===== src/rtl/bin2bcd_seq_pkg.sv =====
// Shared types and constants for the sequential binary-to-BCD converter.
package bin2bcd_pkg;

  localparam int          IN_W_DEF     = 14;
  localparam int          NDIG_DEF     = 4;
  localparam int unsigned MAX_VAL      = 9999;
  localparam logic [3:0]  BLANK_NIBBLE = 4'hF;

  typedef enum logic [1:0] {
    IDLE  = 2'd0,
    SHIFT = 2'd1,
    DONE  = 2'd2
  } state_e;

endpackage


===== src/rtl/bin2bcd_seq_if.sv =====
// Request/result bundle between a binary producer and the BCD converter.
interface bin2bcd_seq_if
  import bin2bcd_pkg::*;
#(
  parameter int IN_W = IN_W_DEF,
  parameter int NDIG = NDIG_DEF
);

  logic              inValid;
  logic              inReady;
  logic [IN_W-1:0]   inData;
  logic              outValid;
  logic [4*NDIG-1:0] outData;
  logic              ovf;

  modport master (
    output inValid, inData,
    input  inReady, outValid, outData, ovf
  );

  modport slave (
    input  inValid, inData,
    output inReady, outValid, outData, ovf
  );

endinterface


===== src/rtl/bin2bcd_seq_add3.sv =====
// Double-dabble digit correction: a nibble of 5 or more gets 3 added before the shift.
module bcd_add3 (
  input  logic [3:0] d_i,
  output logic [3:0] d_o
);

  assign d_o = (d_i >= 4'd5) ? d_i + 4'd3 : d_i;

endmodule


===== src/rtl/bin2bcd_seq.sv =====
// Sequential double-dabble binary-to-BCD converter, one input bit per cycle.
// Optional build macro LEADING_ZERO_BLANK_EN blanks leading zero digits in the result.
module bin2bcd_seq
  import bin2bcd_pkg::*;
#(
  parameter int IN_W = IN_W_DEF,
  parameter int NDIG = NDIG_DEF
) (
  input logic          clk_i,
  input logic          rst_i,
  bin2bcd_seq_if.slave bus
);

  localparam int CNT_W = $clog2(IN_W + 1);
  localparam int ACC_W = 4 * NDIG;

  state_e              state_q, state_d;
  logic [ACC_W-1:0]    acc_q, acc_d;
  logic [ACC_W-1:0]    accAdj, accShown;
  logic [ACC_W-1:0]    out_q, out_d;
  logic [IN_W-1:0]     sreg_q, sreg_d;
  logic [CNT_W-1:0]    cnt_q, cnt_d;
  logic                ovfPend_q, ovfPend_d;
  logic                ovf_q, ovf_d;
  logic                outValid_q, outValid_d;
  logic [ACC_W+IN_W-1:0] shifted;

  for (genvar g = 0; g < NDIG; g++) begin : gDigit
    bcd_add3 uAdd3 (
      .d_i (acc_q[4*g +: 4]),
      .d_o (accAdj[4*g +: 4])
    );
  end

  assign shifted = {accAdj, sreg_q} << 1;

`ifdef LEADING_ZERO_BLANK_EN
  // Scan from the top digit down; blanking stops at the first nonzero digit.
  always_comb begin
    logic lead;
    accShown = acc_q;
    lead     = 1'b1;
    for (int i = NDIG - 1; i > 0; i--) begin
      if (lead && (acc_q[4*i +: 4] == 4'h0)) begin
        accShown[4*i +: 4] = BLANK_NIBBLE;
      end else begin
        lead = 1'b0;
      end
    end
  end
`else
  assign accShown = acc_q;
`endif

  always_comb begin
    state_d    = state_q;
    acc_d      = acc_q;
    sreg_d     = sreg_q;
    cnt_d      = cnt_q;
    ovfPend_d  = ovfPend_q;
    out_d      = out_q;
    ovf_d      = ovf_q;
    outValid_d = 1'b0;
    unique case (state_q)
      IDLE: begin
        if (bus.inValid) begin
          state_d   = SHIFT;
          sreg_d    = bus.inData;
          acc_d     = '0;
          cnt_d     = CNT_W'(IN_W);
          ovfPend_d = (32'(bus.inData) > 32'(MAX_VAL));
        end
      end
      SHIFT: begin
        acc_d  = shifted[ACC_W+IN_W-1:IN_W];
        sreg_d = shifted[IN_W-1:0];
        cnt_d  = cnt_q - CNT_W'(1);
        if (cnt_q == CNT_W'(1)) begin
          state_d = DONE;
        end
      end
      DONE: begin
        state_d    = IDLE;
        outValid_d = 1'b1;
        ovf_d      = ovfPend_q;
        out_d      = ovfPend_q ? {NDIG{BLANK_NIBBLE}} : accShown;
      end
      default: state_d = IDLE;
    endcase
  end

  always_ff @(posedge clk_i) begin
    if (rst_i) begin
      state_q    <= IDLE;
      acc_q      <= '0;
      sreg_q     <= '0;
      cnt_q      <= '0;
      ovfPend_q  <= 1'b0;
      out_q      <= '0;
      ovf_q      <= 1'b0;
      outValid_q <= 1'b0;
    end else begin
      state_q    <= state_d;
      acc_q      <= acc_d;
      sreg_q     <= sreg_d;
      cnt_q      <= cnt_d;
      ovfPend_q  <= ovfPend_d;
      out_q      <= out_d;
      ovf_q      <= ovf_d;
      outValid_q <= outValid_d;
    end
  end

  assign bus.inReady  = (state_q == IDLE);
  assign bus.outValid = outValid_q;
  assign bus.outData  = out_q;
  assign bus.ovf      = ovf_q;

endmodule

===== src/flat_wrapper.sv =====
// flat-port wrapper written by rule: the top's interface ports become plain ports
module bin2bcd_seq_flat import bin2bcd_pkg::*;
#(
  parameter int IN_W = IN_W_DEF,
  parameter int NDIG = NDIG_DEF
)
  (clk_i, rst_i, bus_inValid, bus_inData, bus_inReady, bus_outValid, bus_outData, bus_ovf);
  bin2bcd_seq_if #(.IN_W(IN_W), .NDIG(NDIG)) bus_i ();
  input logic clk_i;
  input logic rst_i;
  input wire logic [$bits(bus_i.inValid)-1:0] bus_inValid;
  input wire logic [$bits(bus_i.inData)-1:0] bus_inData;
  output wire logic [$bits(bus_i.inReady)-1:0] bus_inReady;
  output wire logic [$bits(bus_i.outValid)-1:0] bus_outValid;
  output wire logic [$bits(bus_i.outData)-1:0] bus_outData;
  output wire logic [$bits(bus_i.ovf)-1:0] bus_ovf;
  assign bus_i.inValid = bus_inValid;
  assign bus_i.inData = bus_inData;
  assign bus_inReady = bus_i.inReady;
  assign bus_outValid = bus_i.outValid;
  assign bus_outData = bus_i.outData;
  assign bus_ovf = bus_i.ovf;
  bin2bcd_seq #(.IN_W(IN_W), .NDIG(NDIG)) u_core (.clk_i(clk_i), .rst_i(rst_i), .bus(bus_i));
endmodule

===== config.mk =====
export PLATFORM = sky130hd
export DESIGN_NAME = bin2bcd_seq_flat
export DESIGN_NICKNAME = d
export VERILOG_FILES = /design/src/rtl/bin2bcd_seq_pkg.sv /design/src/rtl/bin2bcd_seq_if.sv /design/src/rtl/bin2bcd_seq_add3.sv /design/src/rtl/bin2bcd_seq.sv /design/src/flat_wrapper.sv
export SDC_FILE = /design/constraint.sdc
export NUM_CORES = 1
export LEC_CHECK = 0
export BUFFER_PORTS_ARGS = -buffer_cell sky130_fd_sc_hd__clkbuf_2
export CORE_UTILIZATION = 40
export CTS_CLUSTER_SIZE = 30
export DETAILED_ROUTE_END_ITERATION = 8
export PLACE_DENSITY = 0.63
export SETUP_SLACK_MARGIN = 0.3
export SLEW_MARGIN = 15
export SYNTH_ARGS = -nofsm -noshare
export SYNTH_HDL_FRONTEND = slang
export SYNTH_HIERARCHICAL = 1
export SYNTH_SLANG_ARGS = --single-unit

===== constraint.sdc =====
create_clock -name clk_i -period 1.4 [get_ports clk_i]
set_input_delay 0.28 -clock clk_i [delete_from_list [all_inputs] [get_ports clk_i]]
set_output_delay 0.28 -clock clk_i [all_outputs]
set_load 0.01 [all_outputs]

==> results.ini, run 1 <==
[run_status]
status=completed

[route]
dr.first_iter.drc_count=93
vias_per_cell=5.24
antenna_left=0
drt-total-wl_mm=6.58
wire_per_inst_um=15.1
dr.pass1.iters=4
drc_errors=0
dr_total_vias=2283

[timing]
fin_ws_ns=0.0639
setup_violations=0
post-route-period-util_pct=95.4
fmax_ghz=0.748
final.setup.tns_ns=0
slew_viol_final=0
fin_crit_ns=1.34
hold_violations=0
tightest_slew_ns=0.342
rsz0062_at_grt=yes
slew_headroom_pct=77.1
skew_ns=0.00369

[floorplanning]
fp-row-count=29
die_area_um2=6950
die_h_um=83.4
core_um2=6390
dieWidth_um=83.4
start_util_pct=41.5
num_io_pins=36

[worst_setup_path]
reg2reg_slack_ns=0.06
crit_fanout=8
crit_required_ns=1.65
crit_path_end_kind=flop
criticalPathCategory=reg2reg
arrival_ns=1.59
cp-start-kind=flop

[synth]
yosysWarnings=6
synth_fp_nets=320
synth.avg_cell_area_um2=9.04
synth_cells=293
netlist_area_um2=2650

[cts]
cts_hold_buf=0
ctsRootBufferMaster=clkbuf_8
cts_sinks=55
insertion_delay_ns=0.31
clockBufferDepth=2
htree_levels=2
cts_tree=yes
cts_buffers=5
path_clk_slew_ns=0.09

[global_routing]
first_global_vias=2074
grt_usage_pct=17.3
grt_pass1_wl_mm=9.83
gr-usage-met1_pct=22.9
grt_max_degree=18
overflow=0
grt_busiest_layer=met2
antenna_found_initial=0
gr-usage-met2_pct=28.1
use_met3_pct=2.88

[placed_design]
hpwl_mm=3.59
place.port_buffers=35
place_congestion=0.760
post-place-ws_ns=0.109

[final_layout]
diodes=0
final.fill_count=569
layout-drive-gt1-share_pct=47.9
final_cell_mix=nor2_1 (45), dfxtp_1 (38), clkbuf_2 (34)
area_growth_pct=41.5
final_common_cell=nor2_1
nets=386

[job]
cap_violations=0

[pwr]
p_leak_nw=1.50
powerDensity_nw_per_um2=909
ir_drop_mv=0.469

[min_path]
min_path_type=in2reg

worst paths after layout:
| check | from | to | cells past startpoint |
|---|---|---|---|
| min reg2reg | u_core/sreg_q[0] | u_core/sreg_q[0] | 1 |
| max | u_core/state_q[1] | u_core/accShown[13] | 5 |
| max reg2reg | u_core/state_q[1] | u_core/accShown[13] | 5 |
| min | bus_inData[0] | u_core/sreg_q[0] | 2 |
power breakdown:
part	switching (mW)	internal (mW)	leakage [nW]
sequential	0.0732	1.64	0.457
clock	0.518	0.454	0.0495
combinational	0.338	0.382	0.992
total	0.930	2.48	1.50
timing repair:
item / in CTS / in global routing
setup endpoints to repair: 55 / 63
cloned: 1 / 5
buffers inserted: 14 / 10
resized for setup: 11 / 67
pin swaps: 9 / 28
layout make-up:
class	count	area, µm²	share of cell area, %
Clock buffer	7	97.6	2.60
Sequential cell	55	1130	30.1
Inverter	10	40.0	1.07
Multi-Input combinational cell	209	1700	45.3
Tap cell	77	96.3	2.57
Timing Repair Buffer	78	688	18.4
layer usage:
layer,vias to the layer above,wire (µm)
li1,1143,-
met1,1083,3000
met2,45,3300
met3,12,181
met4,0,98
met5,-,0
worst max-delay path, cell delays in order (launching register included):
cell and delay, ns:
dfxtp_4 0.38, buf_6 0.12, nor2b_4 0.11, nor2b_4 0.32, clkbuf_16 0.22, a22o_1 0.13
registers in the layout (all words and copies together), names as in the netlist:
register,count
u_core/accShown,16
u_core/bus.outData,16
u_core/sreg_q,14
u_core/cnt_q,4
u_core/state_q,2
u_core/bus.outValid,1
u_core/bus.ovf,1
u_core/ovfPend_q,1
through the flow:
stage               hold slack, ns  cells  cell area, µm²  utilization (%)  total power, mW
detailed placement           0.461    399            3040             47.6             2.21
floorplan                    0.413    293            2770                -             2.09
global route                 0.197    436            3750             58.7             3.56
global placement             0.458    399            3040             47.6             2.20
finish                       0.205    436            3750             58.7             3.41
CTS                          0.200    421            3330             52.2             3.23
No activity file was read; power rests on OpenSTA's default activity.
==> inputs of run 2 (changes only) <==
--- a/config.mk
+++ b/config.mk
@@ -9,6 +9,7 @@
 export CORE_UTILIZATION = 40
 export CTS_CLUSTER_SIZE = 30
 export DETAILED_ROUTE_END_ITERATION = 8
+export GPL_TIMING_DRIVEN = 0
 export PLACE_DENSITY = 0.63
 export SETUP_SLACK_MARGIN = 0.3
 export SLEW_MARGIN = 15
==> run 2 against run 1 <==
Net effect: cell area is 0.80% higher; via count decreased by 0.39%; total power fell by 2.4%; first-iteration DRC count grew 33%; combinational power decreased by 5.4%; critical path type unchanged; largest power group unchanged.
==> results.ini, run 2 (synthesis gave the netlist of run 1 again) <==
[floorplanning]
start_util_pct=41.5  ; unchanged
die_h_um=83.4  ; unchanged
dieWidth_um=83.4  ; unchanged
num_io_pins=36  ; unchanged
core_um2=6390  ; unchanged
die_area_um2=6950  ; unchanged
fp-row-count=29  ; unchanged

[cts]
ctsRootBufferMaster=clkbuf_8
htree_levels=2  ; unchanged
cts_sinks=55  ; unchanged
clockBufferDepth=2  ; unchanged
insertion_delay_ns=0.31  ; about the same
cts_buffers=5  ; unchanged
path_clk_slew_ns=0.10  ; about the same
cts_hold_buf=0  ; unchanged
cts_tree=yes

[timing]
fin_crit_ns=1.33  ; -0.00740 ns
rsz0062_at_grt=yes
tightest_slew_ns=0.740  ; +0.398 ns
fmax_ghz=0.753  ; +0.56%
hold_violations=0  ; unchanged
skew_ns=0.00776  ; +0.00407 ns
slew_headroom_pct=50.7  ; -26 points
setup_violations=0  ; unchanged
final.setup.tns_ns=0  ; unchanged
slew_viol_final=0  ; unchanged
post-route-period-util_pct=94.9  ; -0.53 points

[worst_setup_path]
crit_path_end_kind=flop
crit_required_ns=1.61  ; -0.04 ns
arrival_ns=1.54  ; -0.05 ns
cp-start-kind=flop
crit_fanout=5  ; -3
criticalPathCategory=reg2reg

[placed_design]
place_congestion=0.765  ; +0.66%
hpwl_mm=4.03  ; +12%
place.port_buffers=34  ; -2.9%

[route]
drt-total-wl_mm=6.56  ; -0.41%
dr_total_vias=2274  ; -0.39%
drc_errors=0  ; unchanged
vias_per_cell=5.18  ; -1.1%
antenna_left=0  ; unchanged
dr.pass1.iters=4  ; unchanged
wire_per_inst_um=14.9  ; -1.1%
dr.first_iter.drc_count=124  ; +33%

[global_routing]
overflow=0  ; unchanged
grt_usage_pct=19.2  ; +1.9 points
first_global_vias=2232  ; +7.6%
antenna_found_initial=0  ; unchanged
grt_pass1_wl_mm=10.8  ; +9.9%
grt_max_degree=17  ; -1

[pwr]
power.total_mw=3.33  ; -2.4%
ir_drop_mv=0.546  ; +17%
p_leak_nw=1.53  ; +2.0%
powerDensity_nw_per_um2=880  ; -3.2%

[final_layout]
final.fill_count=569  ; unchanged
nets=388  ; +0.52%
final_cell_mix=nor2_1 (36), clkbuf_2 (33), dfxtp_1 (29)
diodes=0  ; unchanged
area_growth_pct=42.7
multi_input_area_um2=1750  ; +3.2%
ff_latch_area_um2=1150  ; +1.7%
final_common_cell=nor2_1
layout-drive-gt1-share_pct=52.5  ; +4.6 points

[run_status]
status=completed

[job]
cap_violations=0  ; unchanged

[min_path]
min_path_type=in2reg

-- run 2: cell types whose count changed in the layout (fill, tap and decap cells not counted), sizes merged --
cell	delta
buf	+6
clkbuf	-4
clkinv	+1
-- run 2: final cells by class --
cell class	count	share of cell area [%]
multi-input cells	209	46.3
flip-flops and latches	55	30.4
repair buffers	61	12.0
plain buffers	19	5.03
well taps	77	2.55
clock buffers	7	2.28
inverters	10	1.19
clock inverters	1	0.232
-- run 2: final timing paths --
kind | slack (ns) | startpoint | to | cells past startpoint
max | 0.07 | u_core/state_q[0] | u_core/sreg_q[4] | 5
min | 0.20 | bus_inData[0] | u_core/sreg_q[0] | 2
max reg2reg | 0.07 | u_core/state_q[0] | u_core/sreg_q[4] | 5
min reg2reg | 0.50 | u_core/sreg_q[12] | u_core/sreg_q[12] | 2
-- run 2: routing by layer --
metal | routed length, µm | share of wire, % | global-route usage [%] | up-vias
met5 | 0 | 0 | 0 | -
met4 | 56 | 0.85 | 4.23 | 0
met3 | 186 | 2.8 | 3.78 | 7
met2 | 3250 | 50 | 33.6 | 40
met1 | 3060 | 47 | 24.4 | 1076
li1 | - | - | - | 1151
-- run 2: timing repair --
action / in CTS / in global routing
buffers inserted: 14 / 8
pin swaps: 29 / 17
resized for setup: 58 / 60
gates cloned: 5 / 0
endpoints found under the setup margin: 53 / 70
hold endpoints to repair: 0 / 0
-- run 2: worst max-delay path, cell delays in order, from the launching register on --
cell and delay [ns]:
dfxtp_4 0.38, buf_6 0.13, nor2b_4 0.12, nor2b_4 0.15, buf_6 0.14, a221o_1 0.30
-- run 2: where the power goes --
part	internal, mW	leakage [nW]	switching, mW
logic	0.355	1.02	0.327
clock network	0.407	0.0484	0.530
registers	1.64	0.462	0.0662
-- run 2: through the flow --
step | hold slack, ns | instance area, µm² | worst slack (ns) | utilization (%) | cells
3_3_place_gp | 0.451 | 3040 | 0.0805 | 47.6 | 404
6_report | 0.195 | 3780 | 0.0713 | 59.2 | 439
5_1_grt | 0.192 | 3780 | 0.00856 | 59.2 | 439
2_1_floorplan | 0.413 | 2770 | 0.203 | - | 293
4_1_cts | 0.192 | 3510 | 0.0766 | 55.0 | 431
3_5_place_dp | 0.467 | 3040 | 0.0508 | 47.6 | 404
